[src/rtl/mips_sim_sequencer.sv]
// mips_sim_sequencer
//   Steps the DE0 MIPS demo through its stored instructions without toggle
//   switches. For each instruction it holds instr_sel steady while the
//   combinational core settles, captures result_in, then shows the lo half
//   and then the hi half of the captured word. In auto mode it free-runs.
//   In manual mode it runs one instruction per debounced button press.
//
// Ports
//   clk, rst     system clock (rising edge), asynchronous active-high reset
//   run_en       level enable for auto sequencing
//   auto_mode    1 = free-running, 0 = one instruction per step_btn press
//   step_btn     raw asynchronous push-button, active-high
//   result_in    core result for the current instr_sel
//   instr_sel    instruction index to the instruction mux
//   part_sel     0 = show lo 16 bits, 1 = show hi 16 bits
//   result_out   captured result for the seven-segment converters
//   busy         high whenever the sequencer is not idle
//   done_pulse   one-cycle pulse when instr_sel wraps LAST_INDEX -> 0
module mips_sim_sequencer #(
    parameter int SETTLE_CYCLES   = 4,
    parameter int DISPLAY_CYCLES  = 50_000_000,
    parameter int DEBOUNCE_CYCLES = 500_000,
    parameter int LAST_INDEX      = 15
) (
    input  logic        clk,
    input  logic        rst,
    input  logic        run_en,
    input  logic        auto_mode,
    input  logic        step_btn,
    input  logic [31:0] result_in,
    output logic [3:0]  instr_sel,
    output logic        part_sel,
    output logic [31:0] result_out,
    output logic        busy,
    output logic        done_pulse
);

    localparam int CNT_MAX = (SETTLE_CYCLES > DISPLAY_CYCLES) ? SETTLE_CYCLES : DISPLAY_CYCLES;
    localparam int CNT_W   = $clog2(CNT_MAX + 1);
    localparam int DEB_W   = $clog2(DEBOUNCE_CYCLES + 1);

    typedef enum logic [2:0] {
        IDLE    = 3'd0,
        SETTLE  = 3'd1,
        CAPTURE = 3'd2,
        SHOW_LO = 3'd3,
        SHOW_HI = 3'd4
    } state_t;

    state_t             state_q, state_d;
    logic [CNT_W-1:0]   cnt_q, cnt_d;
    logic [3:0]         instr_sel_q, instr_sel_d;
    logic               part_sel_q, part_sel_d;
    logic [31:0]        result_q, result_d;
    logic               done_q, done_d;

    logic [1:0]         sync_q, sync_d;
    logic               deb_level_q, deb_level_d;
    logic [DEB_W-1:0]   deb_cnt_q, deb_cnt_d;
    logic               step_pulse_q, step_pulse_d;

    logic               go;

    // Button path: two-flop synchronizer, then a stable-level debouncer.
    // The debounced level flips only after DEBOUNCE_CYCLES consecutive
    // synchronized samples that disagree with it; any agreeing sample
    // restarts the count.
    always_comb begin
        sync_d       = {sync_q[0], step_btn};
        deb_level_d  = deb_level_q;
        deb_cnt_d    = deb_cnt_q;
        step_pulse_d = 1'b0;
        if (sync_q[1] == deb_level_q) begin
            deb_cnt_d = '0;
        end else if (deb_cnt_q == DEB_W'(DEBOUNCE_CYCLES - 1)) begin
            deb_level_d  = sync_q[1];
            deb_cnt_d    = '0;
            step_pulse_d = sync_q[1];   // rising edge of the debounced level only
        end else begin
            deb_cnt_d = deb_cnt_q + 1'b1;
        end
    end

    assign go = auto_mode & run_en;

    // Sequencer FSM. A single counter times SETTLE and both display halves;
    // it is cleared on every state change so each phase starts from zero.
    // Mode inputs are only looked at in IDLE and at SHOW_HI exit, so an
    // instruction in flight always completes. step_pulse outside IDLE is
    // simply dropped.
    always_comb begin
        state_d     = state_q;
        cnt_d       = cnt_q;
        instr_sel_d = instr_sel_q;
        part_sel_d  = part_sel_q;
        result_d    = result_q;
        done_d      = 1'b0;
        case (state_q)
            IDLE: begin
                if (go || (!auto_mode && step_pulse_q)) begin
                    state_d = SETTLE;
                    cnt_d   = '0;
                end
            end
            SETTLE: begin
                if (cnt_q == CNT_W'(SETTLE_CYCLES - 1)) begin
                    state_d = CAPTURE;
                    cnt_d   = '0;
                end else begin
                    cnt_d = cnt_q + 1'b1;
                end
            end
            CAPTURE: begin
                result_d   = result_in;
                part_sel_d = 1'b0;
                state_d    = SHOW_LO;
                cnt_d      = '0;
            end
            SHOW_LO: begin
                if (cnt_q == CNT_W'(DISPLAY_CYCLES - 1)) begin
                    part_sel_d = 1'b1;
                    state_d    = SHOW_HI;
                    cnt_d      = '0;
                end else begin
                    cnt_d = cnt_q + 1'b1;
                end
            end
            SHOW_HI: begin
                if (cnt_q == CNT_W'(DISPLAY_CYCLES - 1)) begin
                    if (instr_sel_q == 4'(LAST_INDEX)) begin
                        instr_sel_d = 4'd0;
                        done_d      = 1'b1;
                    end else begin
                        instr_sel_d = instr_sel_q + 4'd1;
                    end
                    state_d = go ? SETTLE : IDLE;
                    cnt_d   = '0;
                end else begin
                    cnt_d = cnt_q + 1'b1;
                end
            end
            default: begin
                state_d = IDLE;
                cnt_d   = '0;
            end
        endcase
    end

    always_ff @(posedge clk or posedge rst) begin
        if (rst) begin
            state_q      <= IDLE;
            cnt_q        <= '0;
            instr_sel_q  <= 4'd0;
            part_sel_q   <= 1'b0;
            result_q     <= 32'd0;
            done_q       <= 1'b0;
            sync_q       <= 2'b00;
            deb_level_q  <= 1'b0;
            deb_cnt_q    <= '0;
            step_pulse_q <= 1'b0;
        end else begin
            state_q      <= state_d;
            cnt_q        <= cnt_d;
            instr_sel_q  <= instr_sel_d;
            part_sel_q   <= part_sel_d;
            result_q     <= result_d;
            done_q       <= done_d;
            sync_q       <= sync_d;
            deb_level_q  <= deb_level_d;
            deb_cnt_q    <= deb_cnt_d;
            step_pulse_q <= step_pulse_d;
        end
    end

    assign instr_sel  = instr_sel_q;
    assign part_sel   = part_sel_q;
    assign result_out = result_q;
    assign busy       = (state_q != IDLE);
    assign done_pulse = done_q;

endmodule
[config.mk]
export PLATFORM = sky130hd
export DESIGN_NAME = mips_sim_sequencer
export DESIGN_NICKNAME = d
export VERILOG_FILES = /design/src/rtl/mips_sim_sequencer.sv
export SDC_FILE = /design/constraint.sdc
export NUM_CORES = 1
export LEC_CHECK = 0
export BUFFER_PORTS_ARGS = -buffer_cell sky130_fd_sc_hd__buf_2
export CORE_ASPECT_RATIO = 2
export CORE_MARGIN = 2
export CORE_UTILIZATION = 55
export CTS_CLUSTER_SIZE = 24
export DETAILED_ROUTE_END_ITERATION = 12
export PLACE_DENSITY = 0.79
export RECOVER_POWER = 25
export SLEW_MARGIN = 10
export SYNTH_ARGS = -nofsm -noshare
export SYNTH_HDL_FRONTEND = slang
export SYNTH_SLANG_ARGS = --single-unit
[constraint.sdc]
create_clock -name clk -period 8.95 [get_ports clk]
set_input_delay 2.2375 -clock clk [delete_from_list [all_inputs] [get_ports clk]]
set_output_delay 2.2375 -clock clk [all_outputs]
set_load 0.02 [all_outputs]
==> out/metrics.yaml <==
yosysSeqAreaShare_pct: 54.1
nFillCells: 568
drt_iter0_drc: 193
regArea_sq_um: 2250
h-tree-depth: 3
synth_area_per_cell_sq_um: 10.8
postCtsResizedCells: 0
critical-path-top-delay-family: "simple AND/OR/NAND/NOR gates"
finalSetupViolations: 0
crit_chain: "buf_2 > nor2b_1 > o31ai_1 > buf_4 > or4_1 > or4_1 > a21oi_1"
portBuffers: 75
grt_pass1_wl_um: 14900
placed_cells: 542
yosysTopAreaCellShare_pct: 54.1
grtUsageTotal_pct: 23.4
detail_route.first_pass.iterations: 5
setup.worst_path.class: "in -> reg"
slowest_delay_ps: 490
power_leakage_uw: 0.00230
cts_num_sinks: 90
final_cell_area_sq_um: 4940
drc: 0
period_minus_slack_ps: 3710
yosys_most_used_dff: "dfrtp_1"
finalSetupTns_ps: 0
rsz0062_at_grt: "no"
wl_um: 8920
final_cells: 558
cts-root-buf: "clkbuf_16"
via_count: 3129
synth_edf_count: 0
synthDistinctLibCells: 40
grt_antenna_before_repair: 0
num_io_pins: 76
fp.dieH_um: 127
numCtsBuffers: 9
place_congestion: 0.901
viasPerCell: 5.61
ys_seq_elements: 90
synth_nets: 426
crit_slowest_cell: "or4_1"
path_max_fanout: 12
worst_pin_slew_ps: 1310
grt_pass1_vias: 3302
wl_per_cell_um: 16.0
synthTopCellsByArea: "dfrtp_1 (54%), mux2_2 (9.2%), nor2_1 (4.9%)"
syn_to_final_growth_pct: 18.8
fp-row-count: 44
syn_area_sq_um: 4160
clk_latency_ps: 340
fin_skew_ps: 5.31
max_slew_margin_pct: 11.9
placed_area_sq_um: 4620
outcome: "complete, no violations"
ant_nets: 0
crit_path_end_kind: "register"
arrival_ps: 3980
nNetsFinal: 501
core_sq_um: 7320
synth.most_common_cell: "dfrtp_1"
yosys-top-cells-count: "dfrtp_1 (90), nor2_1 (54), mux2_2 (34), nand2_1 (29), xnor2_1 (22)"
insertedDiodeCount: 0
critPathMostFrequentCell: "or4_1"
cts_tree: "yes"
worstPathRequired_ps: 9220
dp_hpwl_um: 6330
fp.dieW_um: 65.5
ir_worst_vdd_v: 0.000179
drv_slew: 0
fin_util_pct: 67.5
hold_slack_ps: 350
multi_input_area_sq_um: 1790
fmax_mhz: 270
drive_gt1_share_pct: 29.0
grt.overflow.total: 0
grt_max_degree: 91
hold_path.class: "reg -> reg"
async_flop_share_pct: 100
yosysTopAreaCell: "dfrtp_1"
start_util_pct: 56.8
clk_pin_slew_worst_paths_ps: 60
synthCells: 386
finalCritPeriodShare_pct: 41.4
worst-path-buf-inv: 2
ys_warn_count: 0
startpoint_type: "input pin"
powerDensity_nw_per_um2: 262
cts_buffer_depth: 2
cap_violations: 0
ctsHoldBuffers: 0
hold_viol: 0
cts_setup_buffers: 0
dieArea_sq_um: 8320
==> cell families after synthesis <==
kind of cell / after synthesis / share of synthesized area, %
AOI/OAI and AO/OA: 31 / 5.05
buffers and inverters: 25 / 2.53
DFF: 90 / 54.1
and+or+nand+nor: 164 / 20.0
xor gates and xnor gates: 38 / 8.00
adders and majority gates: 3 / 0.902
muxes: 35 / 9.44
==> through the flow <==
step	total power [uW]	setup slack, ps
after global placement	871	4920
after floorplan	769	4380
after detailed placement	889	4920
after CTS	1310	5270
after global routing	1360	5150
final	1290	5240
==> cells in the final DEF (no fill, tap or decap), types with 2 or more instances in the layout <==
cell type	count
dfrtp_1	90
buf_2	75
nor2_1	54
mux2_2	34
nand2_1	29
xnor2_1	22
xor2_1	16
nand3_1	15
nand4_1	15
nor4_1	10
nor3_1	10
o21ai_0	9
clkbuf_16	9
and3_1	8
inv_1	8
a21oi_1	7
and4_1	5
or4_1	5
buf_4	5
o31ai_1	4
or3_1	4
ha_1	3
nor2b_1	2
nor4b_1	2
nor3b_1	2
bufinv_16	2
==> per-layer routing <==
layer  routed length [um]  global-route usage, %
met4                  335                   11.9
met1                 3220                   24.0
met2                 5130                   43.0
met3                  229                   5.02
met5                    0                      0
==> final timing paths <==
check | slack, ps | start | endpoint | cells after the start
max in group asynchronous | 6020 | rst | result_out[8] | 3
setup reg to reg | 5800 | cnt_q[4] | cnt_q[22] | 5
hold reg to reg | 350 | sync_q[0] | sync_q[1] | 0
setup / recovery | 5240 | auto_mode | cnt_q[23] | 7
hold / removal | 350 | sync_q[0] | sync_q[1] | 0
min in group asynchronous | 2250 | rst | result_out[12] | 3
==> sequential cells by signal (all words and copies together) (netlist names) <==
name,cells
deb_cnt_q,19
cnt_q,26
deb_level_q,1
result_out,32
step_pulse_q,1
sync_q,2
instr_sel,4
done_pulse,1
part_sel,1
state_q,3
==> where the power goes <==
part | internal, uW | switching [uW] | total (uW)
Clock | 255 | 160 | 415
Combinational | 138 | 190 | 328
Sequential | 493 | 57.8 | 551
Total | 886 | 408 | 1290
==> final cells by class <==
cell class | instances | share of cell area, %
Multi-Input combinational cell | 271 | 36.3
Inverter | 9 | 0.709
Timing Repair Buffer | 80 | 8.35
Sequential cell | 90 | 45.5
Tap cell | 92 | 2.33
Clock inverter | 6 | 1.95
Clock buffer | 10 | 4.83
Note: power is estimated with default switching activity, not from simulation.
